`src/rtl/mult_pkg.sv`:
```
// Shared types and helpers for the chunked multiplier.
// The FIX state only exists when MULT_SIGNED_EN is defined.
package mult_pkg;

`ifdef MULT_SIGNED_EN
  typedef enum logic [1:0] {
    IDLE = 2'd0,
    RUN  = 2'd1,
    FIX  = 2'd2
  } state_t;
`else
  typedef enum logic [1:0] {
    IDLE = 2'd0,
    RUN  = 2'd1
  } state_t;
`endif

  // Number of CHUNKxCHUNK partial products per full multiplication.
  function automatic int num_pp(input int width, input int chunk);
    return (width / chunk) * (width / chunk);
  endfunction

endpackage

```
`src/rtl/mult_pp.sv`:
```
// Combinational CHUNKxCHUNK unsigned multiplier used once per cycle by mult_nxn.
module mult_pp #(
  parameter int CHUNK = 16
) (
  input  logic [CHUNK-1:0]   x,
  input  logic [CHUNK-1:0]   y,
  output logic [2*CHUNK-1:0] p
);

  assign p = {{CHUNK{1'b0}}, x} * {{CHUNK{1'b0}}, y};

endmodule

```
`src/rtl/mult_nxn.sv`:
```
// Sequential WIDTHxWIDTH multiplier: one CHUNK-wide partial product per cycle.
// Define MULT_SIGNED_EN to add the is_signed port and the sign-fix state.
module mult_nxn
  import mult_pkg::*;
#(
  parameter int WIDTH = 32,
  parameter int CHUNK = 16
) (
  input  logic               clk,
  input  logic               reset,
  input  logic               start,
  input  logic [WIDTH-1:0]   a,
  input  logic [WIDTH-1:0]   b,
`ifdef MULT_SIGNED_EN
  input  logic               is_signed,
`endif
  output logic               busy,
  output logic               done,
  output logic [2*WIDTH-1:0] product
);

  localparam int D   = WIDTH / CHUNK;
  localparam int N   = num_pp(WIDTH, CHUNK);
  localparam int IW  = (D > 1) ? $clog2(D) : 1;
  localparam int CW  = $clog2(N + 1) + 1;
  localparam int SW  = $clog2(2 * D);
  localparam int SHW = $clog2(2 * WIDTH);

  if ((WIDTH % CHUNK) != 0 || WIDTH < CHUNK) begin : g_bad_param
    $error("mult_nxn: WIDTH must be a non-zero multiple of CHUNK");
  end

  state_t               state_reg;
  logic [WIDTH-1:0]     a_reg, b_reg;
  logic [2*WIDTH-1:0]   acc_reg;
  logic [CW-1:0]        cnt_reg;
  logic [IW-1:0]        i_reg, j_reg;
  logic [2*CHUNK-1:0]   pp_reg;
  logic [SW-1:0]        sh_reg;
  logic [2*WIDTH-1:0]   product_reg;
  logic                 done_reg;

  logic [WIDTH-1:0]     a_mag, b_mag;
  logic [CHUNK-1:0]     a_digs [D];
  logic [CHUNK-1:0]     b_digs [D];
  logic [2*CHUNK-1:0]   pp_next;
  logic [SHW-1:0]       shift_amt;
  logic [2*WIDTH-1:0]   acc_sum;

`ifdef MULT_SIGNED_EN
  logic                 neg_reg;
  logic                 neg_in;

  always_comb begin
    a_mag  = (is_signed && a[WIDTH-1]) ? -a : a;
    b_mag  = (is_signed && b[WIDTH-1]) ? -b : b;
    neg_in = is_signed && (a[WIDTH-1] ^ b[WIDTH-1]);
  end
`else
  always_comb begin
    a_mag = a;
    b_mag = b;
  end
`endif

  genvar gi;
  for (gi = 0; gi < D; gi++) begin : g_dig
    assign a_digs[gi] = a_reg[gi*CHUNK +: CHUNK];
    assign b_digs[gi] = b_reg[gi*CHUNK +: CHUNK];
  end

  mult_pp #(.CHUNK(CHUNK)) u_pp (
    .x (a_digs[i_reg]),
    .y (b_digs[j_reg]),
    .p (pp_next)
  );

  // The partial product is registered first, so the accumulator trails the
  // digit walk by one cycle and RUN drains for one extra cycle at the end.
  always_comb begin
    shift_amt = SHW'(sh_reg) * SHW'(CHUNK);
    acc_sum   = acc_reg + ((2*WIDTH)'(pp_reg) << shift_amt);
  end

  always_ff @(posedge clk or negedge reset) begin
    if (!reset) begin
      state_reg   <= IDLE;
      a_reg       <= '0;
      b_reg       <= '0;
      acc_reg     <= '0;
      cnt_reg     <= '0;
      i_reg       <= '0;
      j_reg       <= '0;
      pp_reg      <= '0;
      sh_reg      <= '0;
      product_reg <= '0;
      done_reg    <= 1'b0;
`ifdef MULT_SIGNED_EN
      neg_reg     <= 1'b0;
`endif
    end else begin
      done_reg <= 1'b0;
      case (state_reg)
        IDLE: begin
          if (start) begin
            a_reg     <= a_mag;
            b_reg     <= b_mag;
            acc_reg   <= '0;
            cnt_reg   <= '0;
            i_reg     <= '0;
            j_reg     <= '0;
            state_reg <= RUN;
`ifdef MULT_SIGNED_EN
            neg_reg   <= neg_in;
`endif
          end
        end
        RUN: begin
          pp_reg  <= pp_next;
          sh_reg  <= SW'(i_reg) + SW'(j_reg);
          cnt_reg <= cnt_reg + 1'b1;
          if (j_reg == IW'(D - 1)) begin
            j_reg <= '0;
            i_reg <= i_reg + 1'b1;
          end else begin
            j_reg <= j_reg + 1'b1;
          end
          if (cnt_reg != '0) begin
            acc_reg <= acc_sum;
          end
          if (cnt_reg == CW'(N)) begin
`ifdef MULT_SIGNED_EN
            state_reg   <= FIX;
`else
            state_reg   <= IDLE;
            product_reg <= acc_sum;
            done_reg    <= 1'b1;
`endif
          end
        end
`ifdef MULT_SIGNED_EN
        FIX: begin
          acc_reg     <= neg_reg ? -acc_reg : acc_reg;
          product_reg <= neg_reg ? -acc_reg : acc_reg;
          done_reg    <= 1'b1;
          state_reg   <= IDLE;
        end
`endif
        default: state_reg <= IDLE;
      endcase
    end
  end

  assign busy    = (state_reg != IDLE);
  assign done    = done_reg;
  assign product = product_reg;

endmodule
```
`config.mk`:
```
export PLATFORM = sky130hd
export DESIGN_NAME = mult_nxn
export DESIGN_NICKNAME = d
export VERILOG_FILES = /design/src/rtl/mult_pkg.sv /design/src/rtl/mult_pp.sv /design/src/rtl/mult_nxn.sv
export SDC_FILE = /design/constraint.sdc
export NUM_CORES = 1
export LEC_CHECK = 0
export CAP_MARGIN = 20
export CELL_PAD_IN_SITES_DETAIL_PLACEMENT = 1
export CELL_PAD_IN_SITES_GLOBAL_PLACEMENT = 1
export CORE_MARGIN = 2
export CORE_UTILIZATION = 48
export CTS_BUF_LIST = sky130_fd_sc_hd__clkbuf_8
export DETAILED_ROUTE_END_ITERATION = 8
export HOLD_SLACK_MARGIN = 0.06
export PLACE_DENSITY = 0.88
export SYNTH_ARGS = -nofsm -noshare
export SYNTH_HDL_FRONTEND = slang
export SYNTH_SLANG_ARGS = --single-unit
```
`constraint.sdc`:
```
create_clock -name clk -period 8.55 [get_ports clk]
set_input_delay 1.2825 -clock clk [delete_from_list [all_inputs] [get_ports clk]]
set_output_delay 1.2825 -clock clk [all_outputs]
set_load 0.02 [all_outputs]
```
==> metrics.md <==
| Metric | Value |
|---|---|
| Area Overhead vs Synth | `13.2%` |
| Synth async-reset ratio | `100%` |
| Max Freq | `132 MHz` |
| Std-Cell Rows | `77` |
| Leading cell types by count after synthesis | `nand2_1 (445), inv_1 (247), dfrtp_1 (234)` |
| Largest cells by area after synthesis | `dfrtp_1 (27%), fa_1 (18%), ha_1 (9.8%), nand2_1 (7.7%), inv_1 (4.3%)` |
| Clock buffer depth | `3` |
| CTS Hold Buffers Added | `0` |
| First-pass GRT wire length | `108000 microns` |
| Unrepaired setup endpoints after global routing | `no` |
| Worst Path Arrival | `8090 ps` |
| IO buf count | `132` |
| Crit path max fanout | `15` |
| Initial antenna violation count | `0` |
| Fin crit period | `7590 ps` |
| DRC Markers | `0` |
| Chip height | `217 microns` |
| Layout cell share with drive strength beyond 1 | `7.13%` |
| Starting DRT DRC Count | `941` |
| Synth cell types | `65` |
| Slew margin rel. | `31.3%` |
| Vias in the first global route | `20000` |
| Synth warn | `0` |
| Antenna viol nets, final | `0` |
| Crit-path cells | `buf_4 > mux2i_1 > nor2_1 > fa_1 > inv_1 > fa_1 > inv_1 > fa_1 > fa_1 > fa_1 > inv_1 > fa_1 > inv_1 > ha_1 > a21o_1 > a21o_1 > a21o_1 > a31oi_1 > o21ai_1 > a31oi_1 > o21bai_1 > xor2_1 > mux2_2` |
| WL final | `67800 microns` |
| Largest delay share family, worst path | `adder cells` |
| Setup repair bufs after CTS | `0` |
| Worst-path clk slew | `70 ps` |
| Max incr delay on CP | `760 ps` |
| Hold Crit Class | `flop to flop` |
| Number of synthesized flops with an enable pin | `0` |
| Final setup vio count | `0` |
| I/O pin cnt | `133` |
| DP Wirelength | `54600 microns` |
| Latest clock arrival within the worst-skew pair | `630 ps` |
| Synth Register Bits | `234` |
| Worst Hold Depth | `2` |
| H-tree levels | `2` |
| Slew @ Worst Pin | `1030 ps` |
| Die W | `217 microns` |
| Post-synth top area cell | `dfrtp_1` |
| Cts bufs inserted | `42` |
| Final hold vios | `0` |
| TritonCTS clock tree | `done` |
| CP max-delay cell | `dfrtp_1` |
| Status | `complete, no violations` |
| Clock sinks | `234` |
| Seq/Total Area, Yosys | `26.9%` |
| Critical path depth | `23` |
| Vias per cell | `5.70` |
| Drt pass-1 iters | `5` |
| Tcrit/Tclk final | `88.7%` |
| Worst clock skew | `31.5 ps` |
| Crit start category | `flop` |
| Largest net degree at the start of global routing | `104` |
| Required time worst endpoint | `9050 ps` |
| Syn Area/Cell | `8.79 sq um` |
| Util after Layout | `55.4%` |
| Cell depth of the worst flop-to-flop path | `23` |
| Number of max-cap violations | `0` |
| CTS root buf | `clkbuf_8` |
| Via count | `18100` |
| Hold WS | `483 ps` |
| Syn Inst Count | `2474` |
| Primary FF master, synth | `dfrtp_1` |
| RD Place Congestion | `0.961` |
| Crit end category | `flop` |
| Pins Over Slew Limit | `0` |
| DIE AREA | `47000 sq um` |
| Crit path top cell by count | `fa_1` |
| Synth top area share | `26.9%` |
| GR Util All Layers | `29.3%` |
| Wirelength per Cell | `21.3 microns` |
| Internal reg-to-reg setup slack | `960 ps` |
| # diodes | `0` |
| CTS resizes | `0` |
| Crit Path Class | `flop to flop` |
| Final TNS setup | `0 ps` |
| Mapped Nets | `2906` |
| Starting density of the core | `48.9%` |
| Nets | `2996` |
| Buf/Inv on CP | `5` |
| Remaining global-route overflow | `0` |
| Core ar. | `44400 sq um` |
| Cell Area, Synth | `21700 sq um` |
| Most frequent cell after synthesis | `nand2_1` |
-- per-stage QoR --
step | instances | setup slack [ps] | cell area (sq um)
3_3_place_gp | 3111 | 1180 | 23600
5_1_grt | 3186 | 716 | 24600
6_report | 3186 | 962 | 24600
2_1_floorplan | 2474 | 1020 | 21700
3_5_place_dp | 3112 | 996 | 23700
4_1_cts | 3186 | 1040 | 24600
-- kinds of logic (layout without fill, tap and decap cells) --
family                   count (synthesis)  after routing  synth area share, %
XOR/XNOR                                91             91                 3.67
multiplexers                           109            109                 5.38
AND/OR/NAND/NOR                        854            854                 17.0
AO/OA/AOI/OAI                          455            455                 12.9
adder cells (fa/ha/maj)                365            365                 27.7
buffers and inverters                  366            486                 6.34
flip-flops                             234            234                 26.9
-- layout by cell type (no fill, tap or decap), drive strengths merged, types with 16 or more instances in the layout --
master | synthesis | layout
ha | 170 | 170
o21ai | 174 | 174
dfrtp | 234 | 234
clkbuf | 103 | 50
mux2i | 49 | 49
a21o | 55 | 55
and2 | 19 | 19
mux2 | 60 | 60
o21bai | 21 | 21
nand3 | 85 | 85
and3 | 16 | 16
clkdlybuf4s50 | 0 | 131
a22o | 18 | 18
nand2 | 445 | 445
nor2 | 184 | 184
nor2b | 27 | 27
a21oi | 110 | 110
nand4 | 30 | 30
xor2 | 37 | 37
fa | 195 | 195
inv | 247 | 259
xnor2 | 54 | 54
buf | 16 | 34
-- final timing paths --
path / from / to
max: i_reg$_DFFE_PN0P_ / pp_reg[29]$_DFFE_PN0P_
min: product[0]$_DFFE_PN0P_ / product[0]$_DFFE_PN0P_
max reg2reg: i_reg$_DFFE_PN0P_ / pp_reg[29]$_DFFE_PN0P_
min reg2reg: product[0]$_DFFE_PN0P_ / product[0]$_DFFE_PN0P_
max in group asynchronous: reset / b_reg[14]$_DFFE_PN0P_
min in group asynchronous: reset / acc_reg[12]$_DFFE_PN0P_
-- area by class of cell --
type,instances,area [sq um]
Multi-Input combinational cell,1874,14500
Tap cell,592,741
Clock buffer,50,688
Clock inverter,24,255
Timing Repair Buffer,165,1590
Fill cell,5208,19800
Sequential cell,234,5860
Inverter,247,927
-- tightest hold or removal path, stage by stage, from the launching register on --
cell	delay, ps
dfrtp_1	340
nand2_1	50
nand2_1	60
-- metal layers --
| metal | part of all wire (%) | global-route usage [%] | vias up | wire, microns |
|---|---|---|---|---|
| met1 | 41 | 35.6 | 9057 | 28000 |
| met3 | 4.9 | 4.03 | 173 | 3300 |
| met4 | 5.1 | 14.4 | 0 | 3450 |
| li1 | - | - | 8374 | - |
| met2 | 49 | 51.3 | 543 | 33100 |
| met5 | 0 | 0 | - | 0 |
Power is left out: the tool's default activity adds up to more than one toggle a clock period on the data nets, which glitch-free logic cannot reach.
